===== src/rtl/cmd_cfg_if.sv =====
// Command-frame link between the wireless UART wrapper (master) and cmd_cfg (slave).
// Handshake: the master holds cmd_rdy/cmd/data stable until the slave pulses clr_cmd_rdy for one cycle. The slave then pulses send_resp for one cycle and holds resp until its next send_resp. The master pulses resp_sent for one cycle once that byte has been transmitted.
interface cmd_cfg_if;
    logic        cmd_rdy;
    logic [7:0]  cmd;
    logic [15:0] data;
    logic        clr_cmd_rdy;
    logic        send_resp;
    logic [7:0]  resp;
    logic        resp_sent;

    modport master (
        output cmd_rdy, cmd, data, resp_sent,
        input  clr_cmd_rdy, send_resp, resp
    );

    modport slave (
        input  cmd_rdy, cmd, data, resp_sent,
        output clr_cmd_rdy, send_resp, resp
    );
endinterface


===== src/rtl/cmd_cfg.sv =====
// Command decoder for the quadcopter: turns UART frames into flight setpoints,
// runs the motor spin-up / inertial calibration sequence and returns a response byte.
module cmd_cfg #(
    parameter bit         FAST_SIM = 1'b1,
    parameter logic [7:0] ACK      = 8'hA5,
    parameter logic [7:0] NAK      = 8'hEE
) (
    input  logic         clk,
    input  logic         rst,
    cmd_cfg_if.slave     bus,
    input  logic [7:0]   batt,
    input  logic         cal_done,
    output logic [15:0]  d_ptch,
    output logic [15:0]  d_roll,
    output logic [15:0]  d_yaw,
    output logic [8:0]   thrst,
    output logic         strt_cal,
    output logic         inertial_cal,
    output logic         motors_off,
    output logic [1:0]   dbg_state
);

    typedef enum logic [1:0] {
        IDLE     = 2'd0,
        SPIN     = 2'd1,
        CAL      = 2'd2,
        WAIT_RSP = 2'd3
    } state_t;

    localparam logic [7:0] OP_REQ_BATT  = 8'h01;
    localparam logic [7:0] OP_SET_PTCH  = 8'h02;
    localparam logic [7:0] OP_SET_ROLL  = 8'h03;
    localparam logic [7:0] OP_SET_YAW   = 8'h04;
    localparam logic [7:0] OP_SET_THRST = 8'h05;
    localparam logic [7:0] OP_CALIBRATE = 8'h06;
    localparam logic [7:0] OP_EMER_LAND = 8'h07;
    localparam logic [7:0] OP_MTRS_OFF  = 8'h08;

    localparam logic [25:0] SPIN_TERM = FAST_SIM ? 26'd511 : 26'h3FF_FFFF;

    state_t      state_q, state_d;
    logic [15:0] d_ptch_q, d_ptch_d;
    logic [15:0] d_roll_q, d_roll_d;
    logic [15:0] d_yaw_q, d_yaw_d;
    logic [8:0]  thrst_q, thrst_d;
    logic [7:0]  resp_q, resp_d;
    logic [25:0] timer_q, timer_d;
    logic        send_resp_q, send_resp_d;
    logic        strt_cal_q, strt_cal_d;
    logic        inertial_cal_q, inertial_cal_d;
    logic        motors_off_q, motors_off_d;
    logic        clr_cmd_rdy;

    always_comb begin
        state_d        = state_q;
        d_ptch_d       = d_ptch_q;
        d_roll_d       = d_roll_q;
        d_yaw_d        = d_yaw_q;
        thrst_d        = thrst_q;
        resp_d         = resp_q;
        timer_d        = timer_q;
        send_resp_d    = 1'b0;
        strt_cal_d     = 1'b0;
        inertial_cal_d = inertial_cal_q;
        motors_off_d   = motors_off_q;
        clr_cmd_rdy    = 1'b0;

        unique case (state_q)
            IDLE: begin
                if (bus.cmd_rdy && !rst) begin
                    // Frame is consumed in the decode cycle itself; the response follows a cycle later.
                    clr_cmd_rdy = 1'b1;
                    resp_d      = ACK;
                    send_resp_d = 1'b1;
                    state_d     = WAIT_RSP;
                    case (bus.cmd)
                        OP_REQ_BATT:  resp_d   = batt;
                        OP_SET_PTCH:  d_ptch_d = bus.data;
                        OP_SET_ROLL:  d_roll_d = bus.data;
                        OP_SET_YAW:   d_yaw_d  = bus.data;
                        OP_SET_THRST: thrst_d  = bus.data[8:0];
                        OP_EMER_LAND: begin
                            d_ptch_d = 16'd0;
                            d_roll_d = 16'd0;
                            d_yaw_d  = 16'd0;
                            thrst_d  = 9'd0;
                        end
                        OP_MTRS_OFF:  motors_off_d = 1'b1;
                        OP_CALIBRATE: begin
                            resp_d         = resp_q;
                            send_resp_d    = 1'b0;
                            motors_off_d   = 1'b0;
                            inertial_cal_d = 1'b1;
                            timer_d        = 26'd0;
                            state_d        = SPIN;
                        end
                        default:      resp_d = NAK;
                    endcase
                end
            end
            SPIN: begin
                if (timer_q == SPIN_TERM) begin
                    strt_cal_d = 1'b1;
                    state_d    = CAL;
                end else begin
                    timer_d = timer_q + 26'd1;
                end
            end
            CAL: begin
                if (cal_done) begin
                    inertial_cal_d = 1'b0;
                    resp_d         = ACK;
                    send_resp_d    = 1'b1;
                    state_d        = WAIT_RSP;
                end
            end
            WAIT_RSP: begin
                if (bus.resp_sent) begin
                    state_d = IDLE;
                end
            end
            default: state_d = IDLE;
        endcase
    end

    always_ff @(posedge clk) begin
        if (rst) begin
            state_q        <= IDLE;
            d_ptch_q       <= 16'd0;
            d_roll_q       <= 16'd0;
            d_yaw_q        <= 16'd0;
            thrst_q        <= 9'd0;
            resp_q         <= 8'd0;
            timer_q        <= 26'd0;
            send_resp_q    <= 1'b0;
            strt_cal_q     <= 1'b0;
            inertial_cal_q <= 1'b0;
            motors_off_q   <= 1'b1;
        end else begin
            state_q        <= state_d;
            d_ptch_q       <= d_ptch_d;
            d_roll_q       <= d_roll_d;
            d_yaw_q        <= d_yaw_d;
            thrst_q        <= thrst_d;
            resp_q         <= resp_d;
            timer_q        <= timer_d;
            send_resp_q    <= send_resp_d;
            strt_cal_q     <= strt_cal_d;
            inertial_cal_q <= inertial_cal_d;
            motors_off_q   <= motors_off_d;
        end
    end

    assign bus.clr_cmd_rdy = clr_cmd_rdy;
    assign bus.send_resp   = send_resp_q;
    assign bus.resp        = resp_q;
    assign d_ptch          = d_ptch_q;
    assign d_roll          = d_roll_q;
    assign d_yaw           = d_yaw_q;
    assign thrst           = thrst_q;
    assign strt_cal        = strt_cal_q;
    assign inertial_cal    = inertial_cal_q;
    assign motors_off      = motors_off_q;
    assign dbg_state       = state_q;

endmodule

===== src/flat_wrapper.sv =====
// flat-port wrapper written by rule: the top's interface ports become plain ports
module cmd_cfg_flat 
#(
    parameter bit         FAST_SIM = 1'b1,
    parameter logic [7:0] ACK      = 8'hA5,
    parameter logic [7:0] NAK      = 8'hEE
)
  (clk, rst, batt, cal_done, d_ptch, d_roll, d_yaw, thrst, strt_cal, inertial_cal, motors_off, dbg_state, bus_cmd_rdy, bus_cmd, bus_data, bus_resp_sent, bus_clr_cmd_rdy, bus_send_resp, bus_resp);
  cmd_cfg_if bus_i ();
  input  logic clk;
  input  logic rst;
  input  logic [7:0] batt;
  input  logic cal_done;
  output logic [15:0] d_ptch;
  output logic [15:0] d_roll;
  output logic [15:0] d_yaw;
  output logic [8:0] thrst;
  output logic strt_cal;
  output logic inertial_cal;
  output logic motors_off;
  output logic [1:0] dbg_state;
  input wire logic [$bits(bus_i.cmd_rdy)-1:0] bus_cmd_rdy;
  input wire logic [$bits(bus_i.cmd)-1:0] bus_cmd;
  input wire logic [$bits(bus_i.data)-1:0] bus_data;
  input wire logic [$bits(bus_i.resp_sent)-1:0] bus_resp_sent;
  output wire logic [$bits(bus_i.clr_cmd_rdy)-1:0] bus_clr_cmd_rdy;
  output wire logic [$bits(bus_i.send_resp)-1:0] bus_send_resp;
  output wire logic [$bits(bus_i.resp)-1:0] bus_resp;
  assign bus_i.cmd_rdy = bus_cmd_rdy;
  assign bus_i.cmd = bus_cmd;
  assign bus_i.data = bus_data;
  assign bus_i.resp_sent = bus_resp_sent;
  assign bus_clr_cmd_rdy = bus_i.clr_cmd_rdy;
  assign bus_send_resp = bus_i.send_resp;
  assign bus_resp = bus_i.resp;
  cmd_cfg #(.FAST_SIM(FAST_SIM), .ACK(ACK), .NAK(NAK)) u_core (.clk(clk), .rst(rst), .bus(bus_i), .batt(batt), .cal_done(cal_done), .d_ptch(d_ptch), .d_roll(d_roll), .d_yaw(d_yaw), .thrst(thrst), .strt_cal(strt_cal), .inertial_cal(inertial_cal), .motors_off(motors_off), .dbg_state(dbg_state));
endmodule

===== config.mk =====
export PLATFORM = sky130hd
export DESIGN_NAME = cmd_cfg_flat
export DESIGN_NICKNAME = d
export VERILOG_FILES = /design/src/rtl/cmd_cfg_if.sv /design/src/rtl/cmd_cfg.sv /design/src/flat_wrapper.sv
export SDC_FILE = /design/constraint.sdc
export NUM_CORES = 1
export LEC_CHECK = 0
export ABC_CLOCK_PERIOD_IN_PS = 2600
export CAP_MARGIN = 0
export CELL_PAD_IN_SITES_DETAIL_PLACEMENT = 0
export CELL_PAD_IN_SITES_GLOBAL_PLACEMENT = 1
export CORE_MARGIN = 2
export CORE_UTILIZATION = 35
export DETAILED_ROUTE_END_ITERATION = 10
export MAX_ROUTING_LAYER = met4
export PLACE_DENSITY = 0.9
export SLEW_MARGIN = 25
export SYNTH_ARGS = -nofsm -noshare
export SYNTH_HDL_FRONTEND = slang
export SYNTH_SLANG_ARGS = --single-unit

===== constraint.sdc =====
create_clock -name clk -period 2.6 [get_ports clk]
set_input_delay 0.26 -clock clk [delete_from_list [all_inputs] [get_ports clk]]
set_output_delay 0.26 -clock clk [all_outputs]
set_load 0.005 [all_outputs]

Yosys cells after proc, flatten, opt, wreduce, memory -nomap -nowiden
Index checks and enable logic that the tools add are counted.

Bits in registers: 97. Bits of input ports: 37. Output and inout bits: 72. Logic and storage cells: 83.

Equality and inequality tests: 19. Multiplexer cells: 30. Bitwise gates (word level): 1. Reductions and logical operators: 21. $add $sub $neg: 1.

Operator list (number): one-hot mux 16 bit (2 select lines) (3); 2-to-1 mux 26 bit (3); one-hot mux 26 bit (2 select lines) (1); equality test 8 x 3 -> 1 bit, second input constant (4); adder 26 x 1 -> 26 bit, second input constant (1); equality test 26 x 9 -> 1 bit, second input constant (1); one-hot mux 8 bit (3 select lines) (1); one-hot mux 9 bit (2 select lines) (1); equality test 8 x 2 -> 1 bit, second input constant (2); 2-to-1 mux 8 bit (2); one-hot mux 8 bit (2 select lines) (1); AND reduction 4 bit (4); AND reduction 3 bit (5); nonzero test 2 bit (7); 2-to-1 mux 2 bit (5); != test 2 bit, second input constant (5); 2-to-1 mux 1 bit (9); equality test 8 x 1 -> 1 bit, second input constant (1); equality test 8 x 4 -> 1 bit, second input constant (1); one-hot mux 2 bit (4 select lines) (1); one-hot mux 1 bit (2 select lines) (3); OR reduction 6 bit (1); equality test 2 bit, second input constant (2); != test 2 x 1 -> 1 bit, second input constant (2); other kinds (6) (6).

Longest topological paths before layout
Gate-level depths: netlist of the first run.

Word-level depth: 5. Gate-level depth with buffers: 10. Mapped depth without buffers: 8.

Worst setup path after synthesis of the first run
OpenSTA, ideal clock, no wires.

Path type: flip-flop to flip-flop. From: reg u_core.state_q[1] (netlist: u_core.dbg_state[1]). To: reg u_core.timer_q[22]. Slack: 0.352 ns. Clock period less this slack: 2.248 ns. Arrival: 2.178 ns. Cell stages (with the launch flop): 9. Cell sequence: dfxtp_1 > inv_1 > ha_1 > clkbuf_1 > inv_1 > o41ai_4 > o21ai_2 > or4_1 > a21oi_1.

Longest elaborated chain between the ends: 3. Elaborated cells on any way between the ends: 8. Classes of those cells: eq/ne (4); mux (1); reduce/logical (3).

Ends and longest elaborated chain: start, declared (line cmd_cfg.sv:41) `state_t state_q, state_d;`; start signal, assigned (line cmd_cfg.sv:140) `state_q <= state_d;`; equality test 2 x 1 -> 1 bit or zero test 2 bit (tied branches) (line cmd_cfg.sv:68) `unique case (state_q)`; != test 2 bit (no source line), or another cell as far along; AND reduction 4 bit (no source line); end signal, assigned (line cmd_cfg.sv:146) `timer_q <= timer_d;`; end, declared (line cmd_cfg.sv:47) `logic [25:0] timer_q, timer_d;`.

Several ways; a longest one is shown, not always the timed one. A chain may end at the register's enable or synchronous reset.

Final worst setup path of the first run
From: reg u_core.state_q[0] (netlist: u_core.dbg_state[0]). To: out bus_clr_cmd_rdy.

Longest elaborated chain between the ends: 2.

Ends and longest elaborated chain: zero test 2 bit (line cmd_cfg.sv:68); 2-to-1 mux 1 bit (line cmd_cfg.sv:68); end, declared (line flat_wrapper.sv:26) `output wire logic [$bits(bus_i.clr_cmd_rdy)-1:0] bus_clr_cmd_rdy;`.

Every way passes these cells.

==> results of run 1 <==
==> layer usage <==
metal	routed length, um	share of wire (%)	global-route usage, %
met5	0	0	-
met2	5360	45	29.0
met1	5470	45	24.1
met4	186	1.5	6.42
met3	1020	8.5	6.54
==> cells in the final DEF (no fill, tap or decap), types with 3 or more instances in the layout <==
master and instances:
sky130_fd_sc_hd__a211o_1 3, sky130_fd_sc_hd__a21oi_1 79, sky130_fd_sc_hd__a221o_1 4, sky130_fd_sc_hd__a311oi_1 5, sky130_fd_sc_hd__a31oi_1 10, sky130_fd_sc_hd__and2_1 4, sky130_fd_sc_hd__and3_1 7, sky130_fd_sc_hd__and4_1 4
sky130_fd_sc_hd__buf_4 17, sky130_fd_sc_hd__clkbuf_16 9, sky130_fd_sc_hd__clkdlybuf4s50_1 107, sky130_fd_sc_hd__dfxtp_1 97, sky130_fd_sc_hd__ha_1 5, sky130_fd_sc_hd__inv_1 10, sky130_fd_sc_hd__nand2_1 39, sky130_fd_sc_hd__nand2b_1 4
sky130_fd_sc_hd__nand3_1 19, sky130_fd_sc_hd__nand4_1 6, sky130_fd_sc_hd__nor2_1 146, sky130_fd_sc_hd__nor3_1 6, sky130_fd_sc_hd__nor4_1 5, sky130_fd_sc_hd__nor4b_1 3, sky130_fd_sc_hd__o21ai_0 20, sky130_fd_sc_hd__o22ai_1 4
sky130_fd_sc_hd__or3_1 6, sky130_fd_sc_hd__xnor2_1 3
==> registers in the layout, summed over array words and instances, names as in the netlist <==
signal                flops
u_core.dbg_state          2
u_core.strt_cal           1
u_core.d_ptch            16
u_core.timer_q           26
u_core.bus.resp           8
u_core.d_yaw             16
u_core.inertial_cal       1
u_core.d_roll            16
u_core.bus.send_resp      1
u_core.thrst              9
u_core.motors_off         1
==> stage by stage <==
step,instances,util [%]
6_report,808,48.7
5_1_grt,808,48.7
4_1_cts,808,48.7
3_5_place_dp,792,46.4
3_3_place_gp,792,46.4
2_1_floorplan,547,-
==> cell usage after synthesis (all sizes together) (3+ instances only) <==
cell type / instances / share of area (%)
nor2: 146 / 13
clkbuf: 25 / 2.2
nand4: 6 / 0.89
nand2: 39 / 3.5
and2: 4 / 0.59
nor3: 7 / 0.95
and3: 7 / 1.0
ha: 5 / 1.5
dfxtp: 97 / 46
o21ai: 21 / 2.6
inv: 10 / 0.89
a31oi: 10 / 1.5
o22ai: 4 / 0.59
and4: 4 / 0.83
or4: 3 / 0.62
a21oi: 79 / 9.3
a311oi: 5 / 1.0
nor4: 5 / 0.74
nand3: 19 / 2.2
buf: 3 / 0.47
nor4b: 4 / 0.98
xnor2: 3 / 0.62
a221o: 4 / 0.95
nand2b: 4 / 0.59
or3: 7 / 1.1
a211o: 3 / 0.62
==> final timing paths <==
path                                     from                                to  slack (ns)  cells after the start
max          u_core.dbg_state[0]$_SDFFE_PP0P_                   bus_clr_cmd_rdy        0.26                      5
min                                       rst  u_core.inertial_cal$_SDFFE_PP0P_        0.38                      3
max reg2reg    u_core.timer_q[0]$_SDFFE_PP0P_  u_core.dbg_state[1]$_SDFFE_PP0P_        0.28                      7
min reg2reg   u_core.bus.resp[4]$_SDFFE_PP0P_   u_core.bus.resp[4]$_SDFFE_PP0P_        0.47                      2
==> tightest hold or removal path, stage by stage <==
cell                      delay [ns]
sky130_fd_sc_hd__buf_2          0.09
sky130_fd_sc_hd__buf_4          0.25
sky130_fd_sc_hd__a21oi_1        0.07
==> logic make-up after synthesis <==
family	count (synthesis)	share of synthesized area [%]
AOI/OAI and AO/OA	140	19.7
and+or+nand+nor	262	28.2
muxes	2	0.532
xor gates and xnor gates	3	0.621
adders and majority gates	5	1.48
DFF	97	45.9
buffers and inverters	38	3.58
==> cell type report <==
type	count	share of cell area [%]
clock inverters	6	0.884
clock buffers	10	3.94
well taps	147	3.17
flip-flops and latches	97	33.4
multi-input cells	412	36.8
repair buffers	126	21.1
inverters	10	0.647
==> power breakdown <==
group,leakage [nW],switching (W),internal (W),total (W)
logic,1.25,0.000390,0.000352,0.000742
registers,0.783,0.0000439,0.00155,0.00159
clock network,0.139,0.000605,0.000665,0.00127
total,2.17,0.00104,0.00257,0.00360
==> results.rst, run 1 <==
.. list-table::
   :header-rows: 1

   * - Metric
     - Value
   * - Die area
     - 13000 um2
   * - Share of layout cells above drive strength 1
     - 6.81%
   * - Critical-path maximum fanout
     - 9
   * - Number of buffer and inverter stages on the critical path
     - 3
   * - Worst hold path type
     - primary input to flop
   * - Setup repair after global routing missed its margin
     - false
   * - Effective utilization at floorplan
     - 35.5%
   * - Clock-pin slew on the worst setup and hold paths
     - 0.07 ns
   * - Fill cell count
     - 1160
   * - Latest clock arrival within the worst-skew pair
     - 0.34 ns
   * - Total of buffers placed on input and output ports
     - 108
   * - Antenna violation net count after detailed routing
     - 0
   * - Post-synth EDFFs
     - 0
   * - Final routed wire length divided by cell count
     - 14.9 um
   * - Total setup violations reported at the end of the flow
     - 0
   * - Count of endpoints failing hold in the final timing report
     - 0
   * - Cell with the biggest individual delay on the critical path
     - sky130_fd_sc_hd__clkdlybuf4s50_1
   * - Total gr overflow
     - 0
   * - Std-Cell Rows
     - 40
   * - Netlist area before placement
     - 4230 um2
   * - First-pass iteration count of the detailed router
     - 5
   * - Required time of the critical path
     - 2.34 ns
   * - Post-CTS Setup Inserts
     - 0
   * - Critical path data arrival time
     - 2.08 ns
   * - Cell area after placement
     - 5530 um2
   * - Number of resized instances in the post-cts repair step
     - 0
   * - Max Clk Rate
     - 0.427 GHz
   * - DPL Wire Length
     - 8.46 mm
   * - Tot GR Track Use
     - 19.2%
   * - Final weighted congestion of routability-driven global placement
     - 0.889
   * - Max Root-Sink Buffers
     - 2
   * - Register cell area after layout
     - 1940 um2
   * - Clock buffers created by TritonCTS
     - 9
   * - Post-synthesis average cell area
     - 7.74 um2
   * - Drc violations
     - 0
   * - Maximum Capacitance Violations
     - 0
   * - Root Driver
     - sky130_fd_sc_hd__clkbuf_16
   * - Area taken by multi-input logic gates
     - 2140 um2
   * - Final wirelength
     - 12.0 mm
   * - Die boundary width
     - 114 um
   * - Total power
     - 0.00360 W
   * - Cell breakdown of the critical path
     - inv_1 > ha_1 > nand3b_1 > inv_1 > clkdlybuf4s50_1
   * - Least-Margin Pin Slew
     - 0.730 ns
   * - Crit path top cell by count
     - sky130_fd_sc_hd__inv_1
   * - Total Negative Setup Slacks
     - 0 ns
   * - Maximum level of the CTS H-tree
     - 3
   * - Clock net sink count
     - 97
   * - Category of the worst setup path launch point
     - flop
   * - Die height
     - 114 um
   * - Leakage power of the design
     - 2.17 nW
   * - Antenna violations before repair
     - 0
   * - Crit path max-delay family
     - buffers and inverters
   * - Endpoint kind of the worst setup timing path
     - primary output
   * - Seq cells post-synth
     - 97
   * - Power per cell area
     - 621 nW/um2
   * - Worst slew slack as a fraction of its limit
     - 51.3%
   * - Vias
     - 4257
   * - Synthesis-to-finish area growth
     - 37.2%
   * - First-iteration detailed-routing DRC count
     - 230
   * - Count of hold buffers inserted by post-cts repair
     - 0
   * - Number of global-route vias before repair
     - 4081
   * - Warning count from the yosys run
     - 0
   * - Most frequently used flop master after synthesis
     - sky130_fd_sc_hd__dfxtp_1
   * - Final cell area excluding filler cells
     - 5810 um2
   * - Worst hold margin
     - 0.375 ns
   * - Final Max Tran Viols
     - 0
   * - CTS tree
     - yes
   * - Outcome
     - finished clean
   * - Core area
     - 11900 um2
   * - Stage delay of the slowest cell on the critical path
     - 0.55 ns
   * - Fin crit period
     - 2.34 ns
   * - Global-route wire length before repair
     - 19.6 mm
   * - CP Class
     - flop to primary output
   * - DR vias/cell
     - 5.27
   * - N_diodes
     - 0
   * - Worst clock skew on the final layout
     - 0.00627 ns
   * - Highest ir drop seen on vdd
     - 0.305 mV
   * - Ports
     - 109
   * - Final worst path period share
     - 90.1%
   * - Post-Syn Instances
     - 547
   * - Syn nets
     - 589
   * - Net count reported at finish
     - 698
   * - Post-place setup slack
     - 0.0475 ns
   * - Async S/R FF share, synth
     - 0%
   * - Pin count of the biggest net entering global routing
     - 68
   * - Share of synthesized area occupied by flip-flops and latches
     - 45.9%
   * - Count of distinct cell types in the synthesized netlist
     - 48
   * - Post-route setup slack
     - 0.257 ns
No activity file was read; power rests on OpenSTA's default activity.
==> run 2, diff against run 1 <==
Settings changed: CORE_UTILIZATION 35 to 45, DONT_BUFFER_PORTS from default to 1, PLACE_DENSITY 0.9 to 0.88.
==> run 2 against run 1 <==
- core utilization rose by 1.5 points
- largest cell class unchanged
- non-clock buffer count fell by 113
- critical endpoint is now u_core.timer_q[8]$_SDFFE_PP0P_
- worst setup slack got worse by 0.035 ns
- count of clock-buffer cells in the layout shrank 1
- highest routed layer unchanged
- clock power is 15% lower
- sequential power about the same
==> results.rst, run 2 (synthesized netlist as in run 1, its figures left out) <==
.. list-table::
   :header-rows: 1

   * - Metric
     - Value
   * - Outcome
     - finished clean
   * - Number of buffer and inverter stages on the critical path
     - 2
   * - DR vias/cell
     - 5.90
   * - Die area
     - 10200 um2
   * - Core area
     - 9200 um2
   * - First-iteration detailed-routing DRC count
     - 221
   * - R2R setup slack
     - 0.22 ns
   * - Required time of the critical path
     - 2.89 ns
   * - Category of the worst setup path launch point
     - flop
   * - Effective utilization at floorplan
     - 46.0%
   * - Max Root-Sink Buffers
     - 2
   * - Launch point of the worst path
     - u_core.dbg_state[0]$_SDFFE_PP0P_
   * - Fin crit period
     - 2.38 ns
   * - Max Clk Rate
     - 0.421 GHz
   * - Worst clock skew on the final layout
     - 0.00951 ns
   * - Final routed wire length divided by cell count
     - 16.3 um
   * - Startpoint of the lowest-slack hold path
     - batt[4]
   * - Tot GR Track Use
     - 21.9%
   * - Drc violations
     - 0
   * - Final Max Tran Viols
     - 0
   * - Worst hold path type
     - primary input to flop
   * - Net count reported at finish
     - 585
   * - Highest ir drop seen on vdd
     - 0.348 mV
   * - DPL Wire Length
     - 7.38 mm
   * - Antenna violations before repair
     - 0
   * - Worst hold path cell count
     - 2
   * - Number of global-route vias before repair
     - 3530
   * - Synthesis-to-finish area growth
     - 9.11%
   * - Clock-pin slew on the worst setup and hold paths
     - 0.10 ns
   * - Total Negative Setup Slacks
     - 0 ns
   * - Finished Core Util
     - 50.2%
   * - Leakage power of the design
     - 1.74 nW
   * - Post-CTS Setup Inserts
     - 0
   * - Global-route wire length before repair
     - 17.4 mm
   * - Final weighted congestion of routability-driven global placement
     - 0.900
   * - Share of layout cells above drive strength 1
     - 7.48%
   * - Endpoint kind of the worst setup timing path
     - flop
   * - Clock net sink count
     - 97
   * - Setup repair after global routing missed its margin
     - false
   * - FF-to-FF Start
     - u_core.dbg_state[0]$_SDFFE_PP0P_
   * - Antenna violation net count after detailed routing
     - 0
   * - Least-Margin Pin Slew
     - 0.653 ns
   * - Crit path max-delay family
     - compound AO/OA/AOI/OAI gates
   * - CTS tree
     - yes
   * - N_diodes
     - 0
   * - Vias
     - 3888
   * - Final wirelength
     - 10.7 mm
   * - Cell breakdown of the critical path
     - inv_1 > ha_1 > nand3b_1 > nor3_2 > a21boi_1 > a31oi_2 > buf_4 > a41oi_1 > nor3_1
   * - Most frequent standard cell in the layout excluding fill and tap cells
     - sky130_fd_sc_hd__nor2_1
   * - Total of buffers placed on input and output ports
     - 0
   * - Power per cell area
     - 704 nW/um2
   * - Die height
     - 101 um
   * - Commonest cells after routing, fill and taps aside
     - sky130_fd_sc_hd__nor2_1, sky130_fd_sc_hd__dfxtp_1, sky130_fd_sc_hd__a21oi_1
   * - Cell with the biggest individual delay on the critical path
     - sky130_fd_sc_hd__dfxtp_1
   * - Total setup violations reported at the end of the flow
     - 0
   * - Std-Cell Rows
     - 35
   * - Root Driver
     - sky130_fd_sc_hd__clkbuf_8
   * - Stage delay of the slowest cell on the critical path
     - 0.36 ns
   * - Cell depth of the worst flop-to-flop path
     - 9
   * - Critical-path maximum fanout
     - 9
   * - CP Class
     - flop to flop
   * - Flip-flop count of the largest register, all copies and words added
     - 26
   * - Worst R2R End
     - u_core.timer_q[8]$_SDFFE_PP0P_
   * - Maximum Capacitance Violations
     - 0
   * - Count of endpoints failing hold in the final timing report
     - 0
   * - Latest clock arrival within the worst-skew pair
     - 0.37 ns
   * - Ports
     - 109
   * - Largest Register
     - u_core.timer_q
   * - Critical path data arrival time
     - 2.67 ns
   * - First-pass iteration count of the detailed router
     - 5
   * - Clock buffers created by TritonCTS
     - 9
   * - Pin count of the biggest net entering global routing
     - 83
   * - Maximum level of the CTS H-tree
     - 3
   * - Worst slew slack as a fraction of its limit
     - 56.4%
   * - Die boundary width
     - 101 um
   * - WHS Endpoint
     - u_core.bus.resp[4]$_SDFFE_PP0P_
   * - Total gr overflow
     - 0
   * - Final worst path period share
     - 91.5%
==> run 2: worst max path at each step <==
stage | cells past startpoint | end | slack (ns)
after global placement | 9 | u_core.timer_q[8]$_SDFFE_PP0P_ | 0.29
final | 9 | u_core.timer_q[8]$_SDFFE_PP0P_ | 0.22
after floorplan | 8 | u_core.timer_q[22]$_SDFFE_PP0P_ | 0.35
after detailed placement | 9 | u_core.timer_q[8]$_SDFFE_PP0P_ | 0.21
after CTS | 9 | u_core.timer_q[8]$_SDFFE_PP0P_ | 0.16
after global routing | 9 | u_core.timer_q[1]$_SDFFE_PP0P_ | 0.07
==> run 2: timing repair <==
item	CTS	global route
resized for setup	0	1
setup endpoints to repair	0	6
endpoints found under the hold margin	82	0
hold buffers	1	0
==> run 2: final cells by class <==
cell class	instances	area, um2
Inverter	10	37.5
Sequential cell	97	1940
Tap cell	111	139
Fill cell	882	4580
Clock inverter	7	113
Multi-Input combinational cell	412	2140
Timing Repair Buffer	13	118
Clock buffer	9	124
==> run 2: report_power, final <==
| group | switching [W] | internal [W] |
|---|---|---|
| Combinational | 0.000352 | 0.000220 |
| Clock | 0.000594 | 0.000482 |
| Sequential | 0.0000555 | 0.00155 |
==> run 2: per-stage QoR <==
step | setup WS [ns] | hold WS, ns | area (um2) | total power, W | instances
after floorplan | 0.352 | 0.400 | 4230 | 0.00204 | 547
after global placement | 0.293 | 0.338 | 4350 | 0.00216 | 642
after detailed placement | 0.214 | 0.344 | 4350 | 0.00217 | 642
after CTS | 0.155 | 0.0183 | 4610 | 0.00327 | 659
after global routing | 0.0652 | 0.0202 | 4620 | 0.00341 | 659
final | 0.222 | 0.0280 | 4620 | 0.00325 | 659
==> run 2: layer usage <==
metal / GRT usage, % / up-vias / routed length (um)
met5: - / - / 0
li1: - / 1919 / -
met3: 6.66 / 25 / 857
met4: 8.32 / 0 / 219
met1: 27.6 / 1805 / 4590
met2: 33.2 / 139 / 5070
